--- src/rtl/pc_ctrl_pkg.sv ---
// Shared definitions for the fetch controller: FSM state encoding,
// instruction width and the sequential PC increment.
package pc_ctrl_pkg;

    typedef enum logic [2:0] {
        S_BOOT = 3'd0,
        S_REQ  = 3'd1,
        S_WAIT = 3'd2,
        S_HOLD = 3'd3,
        S_DROP = 3'd4
    } fetch_state_t;

    localparam int INSTR_W = 32;
    localparam int PC_INC  = 4;

endpackage

--- src/rtl/pc_next_sel.sv ---
// Redirect priority mux and target alignment check.
// Ports:
//   trap, jump, branch_taken   redirect requests (trap highest, branch lowest)
//   jump_target, branch_target candidate targets
//   pc                         current fetch PC, passed through when no redirect
//   redir                      any redirect requested
//   next_pc                    PC to load (target, TRAP_VEC if misaligned, else pc)
//   misaligned                 selected target had bits[1:0] != 0
module pc_next_sel
    import pc_ctrl_pkg::*;
#(
    parameter int               XLEN     = 32,
    parameter logic [XLEN-1:0]  TRAP_VEC = 32'h0000_0100
) (
    input  logic             trap,
    input  logic             jump,
    input  logic [XLEN-1:0]  jump_target,
    input  logic             branch_taken,
    input  logic [XLEN-1:0]  branch_target,
    input  logic [XLEN-1:0]  pc,
    output logic             redir,
    output logic [XLEN-1:0]  next_pc,
    output logic             misaligned
);

    logic [XLEN-1:0] sel_target;

    always_comb begin
        sel_target = branch_target;
        if (trap) begin
            sel_target = TRAP_VEC;
        end else if (jump) begin
            sel_target = jump_target;
        end
    end

    assign redir      = trap | jump | branch_taken;
    assign misaligned = redir && (sel_target[1:0] != 2'b00);

    always_comb begin
        next_pc = pc;
        if (redir) begin
            next_pc = misaligned ? TRAP_VEC : sel_target;
        end
    end

endmodule

--- src/rtl/pc_fetch_ctrl.sv ---
// Fetch sequencer: owns the architectural fetch PC, issues one imem request
// at a time, hands instructions to decode over valid/ready, and applies
// trap/jump/branch redirects while discarding stale responses.
//
// state  | meaning
// S_BOOT | first cycle after reset, nothing issued yet
// S_REQ  | request presented at pc, waiting for imem_ready_i
// S_WAIT | request accepted, waiting for its response
// S_HOLD | instruction presented to decode, waiting for instr_ready_i
// S_DROP | stale request in flight, swallow its response
//
// Ports:
//   clk, rst_n                     clock, async active-low reset
//   trap_i, jump_i, branch_taken_i redirect requests with targets
//   imem_req_o/addr_o/ready_i      fetch request channel
//   imem_rvalid_i/rdata_i          fetch response channel
//   instr_valid_o/ready_i/o/pc_o   decode handshake
//   flush_o, misalign_o            one-cycle pulses following a redirect
module pc_fetch_ctrl
    import pc_ctrl_pkg::*;
#(
    parameter int               XLEN     = 32,
    parameter logic [XLEN-1:0]  RESET_PC = 32'h0000_0000,
    parameter logic [XLEN-1:0]  TRAP_VEC = 32'h0000_0100
) (
    input  logic                clk,
    input  logic                rst_n,
    input  logic                trap_i,
    input  logic                jump_i,
    input  logic [XLEN-1:0]     jump_target_i,
    input  logic                branch_taken_i,
    input  logic [XLEN-1:0]     branch_target_i,
    output logic                imem_req_o,
    output logic [XLEN-1:0]     imem_addr_o,
    input  logic                imem_ready_i,
    input  logic                imem_rvalid_i,
    input  logic [INSTR_W-1:0]  imem_rdata_i,
    output logic                instr_valid_o,
    input  logic                instr_ready_i,
    output logic [INSTR_W-1:0]  instr_o,
    output logic [XLEN-1:0]     instr_pc_o,
    output logic                flush_o,
    output logic                misalign_o
);

    fetch_state_t    state;
    logic [XLEN-1:0] pc;
    logic [XLEN-1:0] pc_inflight;

    logic            redir;
    logic [XLEN-1:0] redir_pc;
    logic            redir_misaligned;
    logic            honour;

    pc_next_sel #(
        .XLEN     (XLEN),
        .TRAP_VEC (TRAP_VEC)
    ) u_next_sel (
        .trap          (trap_i),
        .jump          (jump_i),
        .jump_target   (jump_target_i),
        .branch_taken  (branch_taken_i),
        .branch_target (branch_target_i),
        .pc            (pc),
        .redir         (redir),
        .next_pc       (redir_pc),
        .misaligned    (redir_misaligned)
    );

    // Redirects are ignored only before the first request exists.
    assign honour      = redir && (state != S_BOOT);
    assign imem_addr_o = pc;

    always_ff @(posedge clk or negedge rst_n) begin
        if (!rst_n) begin
            state         <= S_BOOT;
            pc            <= RESET_PC;
            pc_inflight   <= RESET_PC;
            imem_req_o    <= 1'b0;
            instr_valid_o <= 1'b0;
            instr_o       <= '0;
            instr_pc_o    <= '0;
            flush_o       <= 1'b0;
            misalign_o    <= 1'b0;
        end else begin
            flush_o    <= honour;
            misalign_o <= honour && redir_misaligned;
            if (honour) begin
                pc <= redir_pc;
            end

            case (state)
                S_BOOT: begin
                    state      <= S_REQ;
                    imem_req_o <= 1'b1;
                end
                S_REQ: begin
                    // Without ready the request simply re-presents at the new pc.
                    if (imem_ready_i) begin
                        pc_inflight <= pc;
                        imem_req_o  <= 1'b0;
                        state       <= honour ? S_DROP : S_WAIT;
                    end
                end
                S_WAIT: begin
                    if (honour) begin
                        // A response arriving with the redirect is already stale.
                        state      <= imem_rvalid_i ? S_REQ : S_DROP;
                        imem_req_o <= imem_rvalid_i;
                    end else if (imem_rvalid_i) begin
                        instr_o       <= imem_rdata_i;
                        instr_pc_o    <= pc_inflight;
                        instr_valid_o <= 1'b1;
                        pc            <= pc_inflight + XLEN'(PC_INC);
                        state         <= S_HOLD;
                    end
                end
                S_HOLD: begin
                    if (honour || instr_ready_i) begin
                        instr_valid_o <= 1'b0;
                        imem_req_o    <= 1'b1;
                        state         <= S_REQ;
                    end
                end
                S_DROP: begin
                    if (imem_rvalid_i) begin
                        imem_req_o <= 1'b1;
                        state      <= S_REQ;
                    end
                end
                default: begin
                    imem_req_o <= 1'b0;
                    state      <= S_BOOT;
                end
            endcase
        end
    end

endmodule

--- config.mk ---
export PLATFORM = sky130hd
export DESIGN_NAME = pc_fetch_ctrl
export DESIGN_NICKNAME = d
export VERILOG_FILES = /design/src/rtl/pc_ctrl_pkg.sv /design/src/rtl/pc_next_sel.sv /design/src/rtl/pc_fetch_ctrl.sv
export SDC_FILE = /design/constraint.sdc
export NUM_CORES = 1
export LEC_CHECK = 0
export ABC_CLOCK_PERIOD_IN_PS = 2200
export BUFFER_PORTS_ARGS = -buffer_cell sky130_fd_sc_hd__buf_4
export CORE_ASPECT_RATIO = 0.75
export CORE_UTILIZATION = 48
export DETAILED_ROUTE_END_ITERATION = 10
export GPL_TIMING_DRIVEN = 0
export PLACE_DENSITY_LB_ADDON = 0.12
export SLEW_MARGIN = 20
export SYNTH_ARGS = -nofsm -noshare
export SYNTH_HDL_FRONTEND = slang
export SYNTH_SLANG_ARGS = --single-unit
--- constraint.sdc ---
create_clock -name clk -period 2.2 [get_ports clk]
set_input_delay 0.11 -clock clk [delete_from_list [all_inputs] [get_ports clk]]
set_output_delay 0.11 -clock clk [all_outputs]
set_load 0.1 [all_outputs]
# Yosys cells after proc, flatten, opt, wreduce, memory -nomap -nowiden
# Cells that the tools add are included.
dict set report classes {
  addsub 1
  mul 0
  n_div 0
  magnitude_cmp 0
  n_eq_ne 11
  n_shift 0
  mux 24
  n_bitwise 3
  reduce_logical 13
}
# cell n
set ops {}
lappend ops {{two-way mux 32 bit} 8}
lappend ops {{adder 32 x 3 -> 32 bit (second input constant)} 1}
lappend ops {{two-way mux 3 bit} 7}
lappend ops {{case mux 3 bit (5 select lines)} 1}
lappend ops {{inequality test 2 bit (second input constant)} 6}
lappend ops {{AND reduction 4 bit} 3}
lappend ops {{== test 3 x 2 -> 1 bit (second input constant)} 2}
lappend ops {{two-way mux 1 bit} 6}
lappend ops {{case mux 1 bit (5 select lines)} 1}
lappend ops {{nonzero test 2 bit} 2}
lappend ops {{== test 3 x 1 -> 1 bit (second input constant)} 1}
lappend ops {{== test 3 bit (second input constant)} 1}
lappend ops {{logical AND 1 bit} 3}
lappend ops {{zero test 3 bit} 1}
lappend ops {{inequality test 3 bit (second input constant)} 1}
lappend ops {{AND reduction 3 bit} 1}
lappend ops {{nonzero test 3 bit} 1}
lappend ops {{OR 1 bit} 2}
lappend ops {{case mux 1 bit (2 select lines)} 1}
lappend ops {{AND reduction 2 bit} 1}
lappend ops {{logical OR 1 bit} 1}
lappend ops {{NOT 1 bit} 1}
dict set report word_totals {
  reg_bits 135
  latch_bits 0
  ramBits 0
  romBits 0
  input_bits 104
  output_inout_bits 100
  word_cells 61
  n_memories 0
}

# Depth between registers and ports, before layout
# Gate-level depths: netlist of the first run.
dict set report logic_depth {
  depth_word 10
  ltp_mapped 9
  mapped_depth_nobuf 6
}

# By module
# From an unflattened synthesis of the first run, not the netlist that was laid out.
dict set report unflattened {
  cells_unflattened 598
  hier_area_um2 6650.1
}
# module n_inst cells_each area_per_inst_um2 seq_area_each_um2
set by_module_without_submodules {}
lappend by_module_without_submodules {pc_fetch_ctrl 1 489 5957.0 3378.2}
lappend by_module_without_submodules {pc_next_sel 1 109 693.2 0.0}

# Least setup slack after synthesis of the first run
# No wires, ideal clock.
dict set report synth_path {
  kind {flip-flop to flip-flop}
  start {register pc_inflight[2]}
  end {register pc[18] (netlist: imem_addr_o[18])}
  setup_ps 77
  arrival_time_ps 1548
  required_ps 2123
  path_slack_ps 574
  path_stages_with_launch 7
  path_buffers 0
  synth_period_minus_slack_ps 1626
  path_cell_list {dfrtp_1 ha_1 nand3_1 nor4_2 nand3_1 xor2_1 a21oi_1}
}
dict set report synth_between {
  elab_chain_len 4
}
# item line_no
set synth_rtl {}
lappend synth_rtl {{start: declaration} pc_fetch_ctrl.sv:48} ;# logic [XLEN-1:0] pc_inflight;
lappend synth_rtl {{start signal: assignment} pc_fetch_ctrl.sv:100} ;# pc_inflight <= pc;
lappend synth_rtl {{adder 32 x 3 -> 32 bit} pc_fetch_ctrl.sv:114} ;# pc <= pc_inflight + XLEN'(PC_INC);
lappend synth_rtl {{two-way mux 32 bit} pc_fetch_ctrl.sv:110} ;# end else if (imem_rvalid_i) begin
lappend synth_rtl {{two-way mux 32 bit} pc_fetch_ctrl.sv:106} ;# if (honour) begin
lappend synth_rtl {{two-way mux 32 bit} pc_fetch_ctrl.sv:92} ;# case (state)
lappend synth_rtl {{end signal: assignment} pc_fetch_ctrl.sv:89} ;# pc <= redir_pc;
lappend synth_rtl {{end signal: assignment} pc_fetch_ctrl.sv:114}
lappend synth_rtl {{end: declaration} pc_fetch_ctrl.sv:47} ;# logic [XLEN-1:0] pc;
# Every way passes these cells.
# A chain may end at the register's enable or synchronous reset.

# Worst setup path in the final report of the first run
dict set report layout_path {
  start {register state[1]}
  end {register instr_pc_o[25]}
}
dict set report layout_between {
  elab_chain_len 4
}
# item line_no
set layout_rtl {}
lappend layout_rtl {{start: declaration} pc_fetch_ctrl.sv:46} ;# fetch_state_t state;
lappend layout_rtl {{start signal: assignment} pc_fetch_ctrl.sv:102} ;# state <= honour ? S_DROP : S_WAIT;
lappend layout_rtl {{start signal: assignment} pc_fetch_ctrl.sv:108} ;# state <= imem_rvalid_i ? S_REQ : S_DROP;
lappend layout_rtl {{nonzero test 3 bit} pc_fetch_ctrl.sv:71} ;# assign honour = redir && (state != S_BOOT);
lappend layout_rtl {{logical AND 1 bit} pc_fetch_ctrl.sv:71}
lappend layout_rtl {{NOT 1 bit (no line)} -}
lappend layout_rtl {{AND reduction 3 bit (no line) (*)} -}
lappend layout_rtl {{end signal: assignment} pc_fetch_ctrl.sv:112} ;# instr_pc_o <= pc_inflight;
lappend layout_rtl {{end: declaration} pc_fetch_ctrl.sv:41} ;# output logic [XLEN-1:0] instr_pc_o,
# Every way passes the cells marked *; elsewhere a longest branch is shown, timed or not.

==> results.md, run 1 <==
| Result | This run |
|:---|:---|
| Vias in the first global route | 5750 |
| Top cell type's share of synthesized area | 53.9% |
| Leading area contributor after synthesis | dfrtp_1 |
| Worst-case vdd ir drop | 0.603 mV |
| Core utilization of the finished layout | 72.5% |
| Initial Util | 50.0% |
| Synth-to-Final Area Change | 45.0% |
| Critical Path End Type | flip-flop |
| Slew HR | 44.1% |
| Max-capacitance violation count | 0 |
| Avg Inst Size Synth | 9.98 um2 |
| Clock skew | 6.55 ps |
| Port buffer count | 202 |
| Number of placement rows | 35 |
| Die Span X | 134 um |
| Sequential share of power | 35.7% |
| Total placed instance area | 8030 um2 |
| Fraction of final layout cells sized beyond drive strength 1 | 36.2% |
| Critical path required time | 2560 ps |
| Synthesized flop and latch total | 135 |
| DR WL/cell | 17.4 um |
| Drt drc | 0 |
| Count of antenna-violating nets left after detailed routing | 0 |
| Async S/R FF share, synth | 100% |
| Wire length of the first global-routing pass | 29500 um |
| DRT iter0 DRCs | 302 |
| Clock edge transition at the registers on the reported setup and hold paths | 60 ps |
| Routed Wire Length | 18600 um |
| Number of antenna cells inserted | 0 |
| Switching Share | 35.2% |
| Endpoint arrival time on the critical path | 2420 ps |
| Final-layout setup total negative slack | 0 ps |
| Post-Syn Area | 6270 um2 |
| Pin count of the biggest net entering global routing | 70 |
| Minimum clock period after layout | 2060 ps |
| Proportion of power drawn by combinational gates | 28.1% |
| Yosys warning total | 0 |
| P_sw | 3.04 mW |
| Predominant post-synthesis flop cell | dfrtp_1 |
| Register area share after synthesis | 53.9% |
| Hold WS | 27.6 ps |
| Clock Power Share | 36.2% |
| Hold Crit Class | in2reg |
| Clock Latency Late Sink | 420 ps |
| Post-route worst setup slack | 136 ps |
| Post-route clock period utilization | 93.8% |
| Std-Cell Core Area | 12500 um2 |
| Filler instances | 937 |
| Number of sinks handled by clock tree synthesis | 135 |
| Antenna violations before repair | 0 |
| Number of different library cells in the post-synthesis netlist | 43 |
| Routability congestion estimate | 0.818 |
| Worst-case clock buffer depth | 2 |
| Number of standard cells in the final layout excluding fillers | 1065 |
| EDFF count, synth | 0 |
| Placed cell count | 997 |
| Fmax | 484 MHz |
| Inserted Clock Buffers | 17 |
| Area enclosed by the die boundary | 13500 um2 |
| Highest net fanout along the worst path | 10 |
| Floorplan die height | 101 um |
| Biggest area contributors in the synthesized netlist | dfrtp_1 (54%), nand2_1 (12%), mux2_2 (8.1%) |
| Layout net count | 993 |
| Vias per Instance | 5.32 |
| Post-route cell area | 9090 um2 |
| Internal portion of total power | 5.60 mW |
| Leading post-synthesis cells by instance count | nand2_1 (203), dfrtp_1 (135), mux2_2 (45), o21ai_0 (30), buf_2 (21) |
| Class of the most critical setup path | reg2reg |
| Overall global routing resource usage | 28.6% |
| Overall power | 8.64 mW |
| Result of the run | completed |
| Maximum level of the CTS H-tree | 4 |
| Slew Viols, Final | 0 |
| Clock tree root buffer cell | clkbuf_16 |
| Congestion Overflow GR | 0 |
| Number of hold-slack violations in the final timing report | 0 |
| Half-perimeter wire length after detailed placement | 13100 um |
| Synthesized netlist cell count | 628 |
| Critical Path Start Type | flip-flop |
| Reported leakage power | 4.69 nW |
| Power density over the cells | 951 nW/um2 |
| Most common cell in the netlist | nand2_1 |
| Pre-Repair DR Iteration Count | 5 |
| Net count of the mapped netlist | 733 |
| CTS tree | done |
| Slew of the pin with the lowest slew margin | 839 ps |
| Total setup violations reported at the end of the flow | 0 |
| Worst-case setup slack after placement | 76.3 ps |
| Via count | 5665 |
| Setup repair after global routing missed its margin | no |
| Number of I/O pins | 204 |
==> cell usage in the layout (no fill, tap or decap), types with 2 or more instances in the layout <==
cell           synthesis  final
a21oi_1               17     17
a21oi_2                5      5
a221oi_1               8      8
a22oi_1                6      6
and2_1                 3      3
and3_1                 6      6
buf_2                 21     21
buf_4                  5    206
buf_6                  3      3
bufinv_16              0      5
clkbuf_1               6      5
clkbuf_16              0     17
clkbuf_8               0      2
clkinvlp_4             0      4
dfrtp_1              135    135
dlygate4sd3_1          0     38
inv_1                  4      4
mux2_2                45     45
mux2i_1               18     18
nand2_1              203    203
nand2b_1               2      2
nand3_1               15     15
nand4_1               10     10
nor2_1                16     13
nor2_2                 1      3
nor2b_1                2      2
nor3_1                 5      5
nor3_2                 3      2
nor3_4                 1      2
o21a_1                10     10
o21ai_0               30     30
o221ai_1               3      3
o22ai_1                3      3
or3_1                  2      2
xnor2_1               12     12
xor2_1                16     16
==> metal layers <==
| layer | part of all wire, % | up-vias | GRT usage, % |
|---|---|---|---|
| met5 | 0 | - | 0 |
| li1 | - | 2641 | - |
| met2 | 49 | 232 | 47.2 |
| met4 | 1.5 | 0 | 9.70 |
| met3 | 6.9 | 21 | 5.53 |
| met1 | 43 | 2771 | 38.1 |
==> state kept, by name (all words and copies together) (netlist names) <==
name,cells
imem_addr_o,32
instr_o,32
instr_pc_o,32
pc_inflight,32
state,3
flush_o,1
imem_req_o,1
instr_valid_o,1
misalign_o,1
==> cell type report <==
| class | instances | area [um2] | share of cell area (%) |
|---|---|---|---|
| inverter | 5 | 18.8 | 0.207 |
| clock inverter | 11 | 198 | 2.18 |
| timing repair buffer | 241 | 1930 | 21.3 |
| tap | 166 | 208 | 2.29 |
| clock buffer | 19 | 453 | 4.98 |
| buffer | 35 | 200 | 2.20 |
| multi-input combinational | 453 | 2700 | 29.7 |
| sequential | 135 | 3380 | 37.2 |
==> logic make-up (layout without fill, tap and decap cells) <==
group	after synthesis	in the layout	synth area share, %
AOI/OAI and AO/OA	87	87	8.78
xor gates and xnor gates	28	28	3.91
adders and majority gates	1	1	0.200
buffers and inverters	40	311	3.47
DFF	135	135	53.9
muxes	63	63	11.0
and+or+nand+nor	274	274	18.8
==> what timing repair did <==
item | CTS | global route
setup endpoints to repair | 0 | 13
resized for setup | 0 | 8
setup buffers | 0 | 0
hold buffers | 38 | 0
endpoints found under the hold margin | 103 | 0
==> path summary, 6_finish.rpt <==
path	end	start	depth (start not counted)	slack, ps
worst max register to register	instr_pc_o[25]	state[1]	8	140
min in group asynchronous	instr_pc_o[5]	rst_n	2	240
worst min register to register	instr_o[26]	instr_o[26]	2	480
max in group asynchronous	imem_addr_o[19]	rst_n	3	1250
worst max-delay path	instr_pc_o[25]	state[1]	8	140
worst min-delay path	misalign_o	trap_i	3	30
==> power by group through the flow <==
stage | logic (mW) | registers [mW] | clock network [mW]
after floorplan | 0.768 | 3.95 | 0
after CTS | 2.41 | 3.07 | 3.16
final | 2.42 | 3.08 | 3.13
after global placement | 2.29 | 3.09 | 0
after global routing | 2.55 | 3.12 | 3.26
after detailed placement | 2.35 | 3.11 | 0
==> worst max-delay path, cell delays in order (launching register included) <==
cell     delay (ps)
dfrtp_1         460
nor2b_2         210
and3b_1         190
buf_4           170
nand2_1         210
buf_2           300
buf_2           290
nand2_1          90
nand2_1          70
Note: power is estimated with default switching activity, not from simulation.
==> inputs of run 2 (changes only) <==
ABC_AREA = 1   (was not set)
CORE_ASPECT_RATIO = 0.7   (was 0.75)
CORE_MARGIN = 1   (was not set)
==> run 2 against run 1 <==
  * Wire length rose by 13%
  * Synthesized cell count rose by 34%
  * Global-route usage rose by 2.2 points
  * Synthesized area rose by 3.9%
  * Critical path depth did not move
  * Final area rose by 3.4%
  * Cell count rose by 23%
  * Largest cell class unchanged
==> results.md, run 2 <==
| Result | This run |
|:---|:---|
| Result of the run | completed |
| Clock tree root buffer cell | clkbuf_16 |
| DR WL/cell | 16.0 um |
| Setup slack of the most critical reg-to-reg path | 110 ps |
| Routability congestion estimate | 0.950 |
| Highest net fanout along the worst path | 5 |
| Avg Inst Size Synth | 7.71 um2 |
| DRT iter0 DRCs | 463 |
| Wire length of the first global-routing pass | 32600 um |
| Synth-to-Final Area Change | 44.3% |
| Synthesized netlist cell count | 844 |
| Port buffer count | 203 |
| Async S/R FF share, synth | 100% |
| Via count | 6606 |
| Predominant post-synthesis flop cell | dfrtp_1 |
| Vias per Instance | 5.06 |
| Floorplan die height | 99.4 um |
| Initial Util | 49.4% |
| Number of different library cells in the post-synthesis netlist | 40 |
| Slew Viols, Final | 0 |
| Yosys warning total | 0 |
| Max-capacitance violation count | 0 |
| Inserted Clock Buffers | 17 |
| Final-layout setup total negative slack | 0 ps |
| Pre-Repair DR Iteration Count | 5 |
| Number of I/O pins | 204 |
| Antenna violations before repair | 0 |
| Half-perimeter wire length after detailed placement | 14600 um |
| Most common cell in the netlist | nand2_1 |
| Post-Syn Area | 6510 um2 |
| Clock Latency Late Sink | 420 ps |
| Maximum level of the CTS H-tree | 4 |
| Minimum clock period after layout | 2090 ps |
| Leading cell type in the layout, fill and taps excluded | nand2_1 |
| Placed cell count | 1233 |
| Number of hold-slack violations in the final timing report | 0 |
| Setup repair after global routing missed its margin | no |
| Worst-case clock buffer depth | 2 |
| Slew of the pin with the lowest slew margin | 744 ps |
| Register area share after synthesis | 51.9% |
| Critical Path End Type | flip-flop |
| Area enclosed by the die boundary | 14000 um2 |
| Overall global routing resource usage | 30.9% |
| Critical Path Start Type | flip-flop |
| Filler instances | 1061 |
| Hold Crit Class | in2reg |
| Drt drc | 0 |
| EDFF count, synth | 0 |
| Count of antenna-violating nets left after detailed routing | 0 |
| Routed Wire Length | 20900 um |
| Number of standard cells in the final layout excluding fillers | 1305 |
| Leading area contributor after synthesis | dfrtp_1 |
| Vias in the first global route | 6172 |
| Pin count of the biggest net entering global routing | 81 |
| R2R depth | 8 |
| Critical path required time | 2490 ps |
| Number of placement rows | 35 |
| Biggest area contributors in the synthesized netlist | dfrtp_1 (52%), nand2_1 (19%), o21ai_0 (5.0%) |
| End point of the most critical hold path | imem_addr_o[4] |
| End of the worst register-to-register path | imem_addr_o[3] |
| Leading post-synthesis cells by instance count | nand2_1 (336), dfrtp_1 (135), nor2_1 (83), o21ai_0 (65), inv_1 (62) |
| Clock skew | 6.41 ps |
| Top cell type's share of synthesized area | 51.9% |
| Std-Cell Core Area | 13200 um2 |
| Fmax | 479 MHz |
| Slew HR | 50.4% |
| Leading cell types in the layout, fill and taps excluded | nand2_1 (335), buf_4 (205), dfrtp_1 (135), nor2_1 (83), o21ai_0 (65) |
| Total setup violations reported at the end of the flow | 0 |
| Die Span X | 141 um |
| Critical R2R Launch | state[2] |
| Fraction of final layout cells sized beyond drive strength 1 | 25.5% |
| Post-route clock period utilization | 94.9% |
| Total placed instance area | 8300 um2 |
| Number of antenna cells inserted | 0 |
| Net count of the mapped netlist | 949 |
| Congestion Overflow GR | 0 |
| Min-Delay Path Depth | 5 |
| Synthesized flop and latch total | 135 |
| CTS tree | done |
| Clock edge transition at the registers on the reported setup and hold paths | 60 ps |
| Number of sinks handled by clock tree synthesis | 135 |
| Class of the most critical setup path | reg2reg |
| HP Start | jump_target_i[4] |
| Post-route cell area | 9400 um2 |
| Layout net count | 1212 |
| Endpoint arrival time on the critical path | 2380 ps |
| Core utilization of the finished layout | 71.3% |
==> run 2: changes by cell type after synthesis, moves of 11 or more <==
cell / change
mux2i_1: -17
mux2_2: -37
nand3_1: +18
inv_1: +58
xor2_1: -12
nor2_1: +67
xnor2_1: -11
nand2_1: +133
o21ai_0: +35
==> run 2: final cells by class <==
cell class	instances	area [um2]	area share, %
Clock inverter	13	216	2.30
Buffer	33	163	1.73
Timing Repair Buffer	244	1960	20.9
Sequential cell	135	3380	36.0
Clock buffer	19	443	4.71
Multi-Input combinational cell	608	2740	29.2
Inverter	68	265	2.82
Tap cell	185	231	2.46
==> run 2: logic make-up (layout without fill, tap and decap cells) <==
| group | count (synthesis) | count (layout) | share of synthesized area (%) |
|---|---|---|---|
| and+or+nand+nor | 483 | 483 | 30.1 |
| DFF | 135 | 135 | 51.9 |
| AOI/OAI and AO/OA | 110 | 110 | 9.15 |
| buffers and inverters | 101 | 377 | 6.48 |
| muxes | 9 | 9 | 1.54 |
| xor gates and xnor gates | 5 | 5 | 0.673 |
| adders and majority gates | 1 | 1 | 0.192 |
==> run 2: how the worst max path moves through the flow <==
| stage | to | cells after the start | slack [ps] | startpoint |
|---|---|---|---|---|
| after floorplan | imem_addr_o[14] | 8 | 730 | pc_inflight[2] |
| after global placement | imem_addr_o[26] | 10 | 290 | pc_inflight[3] |
| after detailed placement | imem_addr_o[26] | 10 | 280 | pc_inflight[3] |
| after CTS | imem_addr_o[3] | 9 | 80 | state[2] |
| after global routing | imem_addr_o[3] | 9 | 4 | state[2] |
| final | imem_addr_o[3] | 8 | 110 | state[2] |
==> run 2: per-stage QoR <==
| step | setup WS (ps) | hold slack (ps) |
|---|---|---|
| CTS | 76.5 | 1.75 |
| detailed placement | 279 | 59.1 |
| global route | 3.95 | 42.0 |
| floorplan | 734 | -186 |
| global placement | 287 | 303 |
| finish | 113 | 4.22 |
==> run 2: layer usage <==
layer	global-route usage (%)	part of all wire (%)	vias to the layer above
met1	44.1	46	3075
met3	7.41	8.8	33
met4	10.4	1.9	0
met5	0	0	-
met2	46.2	43	306
li1	-	-	3192
==> run 2: repair_timing <==
| item | in CTS | in global routing |
|---|---|---|
| buffers inserted | 0 | 0 |
| endpoints found under the hold margin | 93 | 0 |
| hold buffers | 40 | 0 |
| resized for setup | 0 | 8 |
| endpoints found under the setup margin | 0 | 1 |
==> run 2: critical path, stage by stage (launching register included) <==
cell and delay, ps:
dfrtp_1 400, inv_2 110, nand3_1 150, nor2_4 250, inv_1 80, nand2_2 160, o21ai_0 100, o21bai_1 150
dlygate4sd3_1 560
Power of run 2 is left out: the tool's default activity adds up to more than one toggle a clock period on the data nets, which glitch-free logic cannot reach.
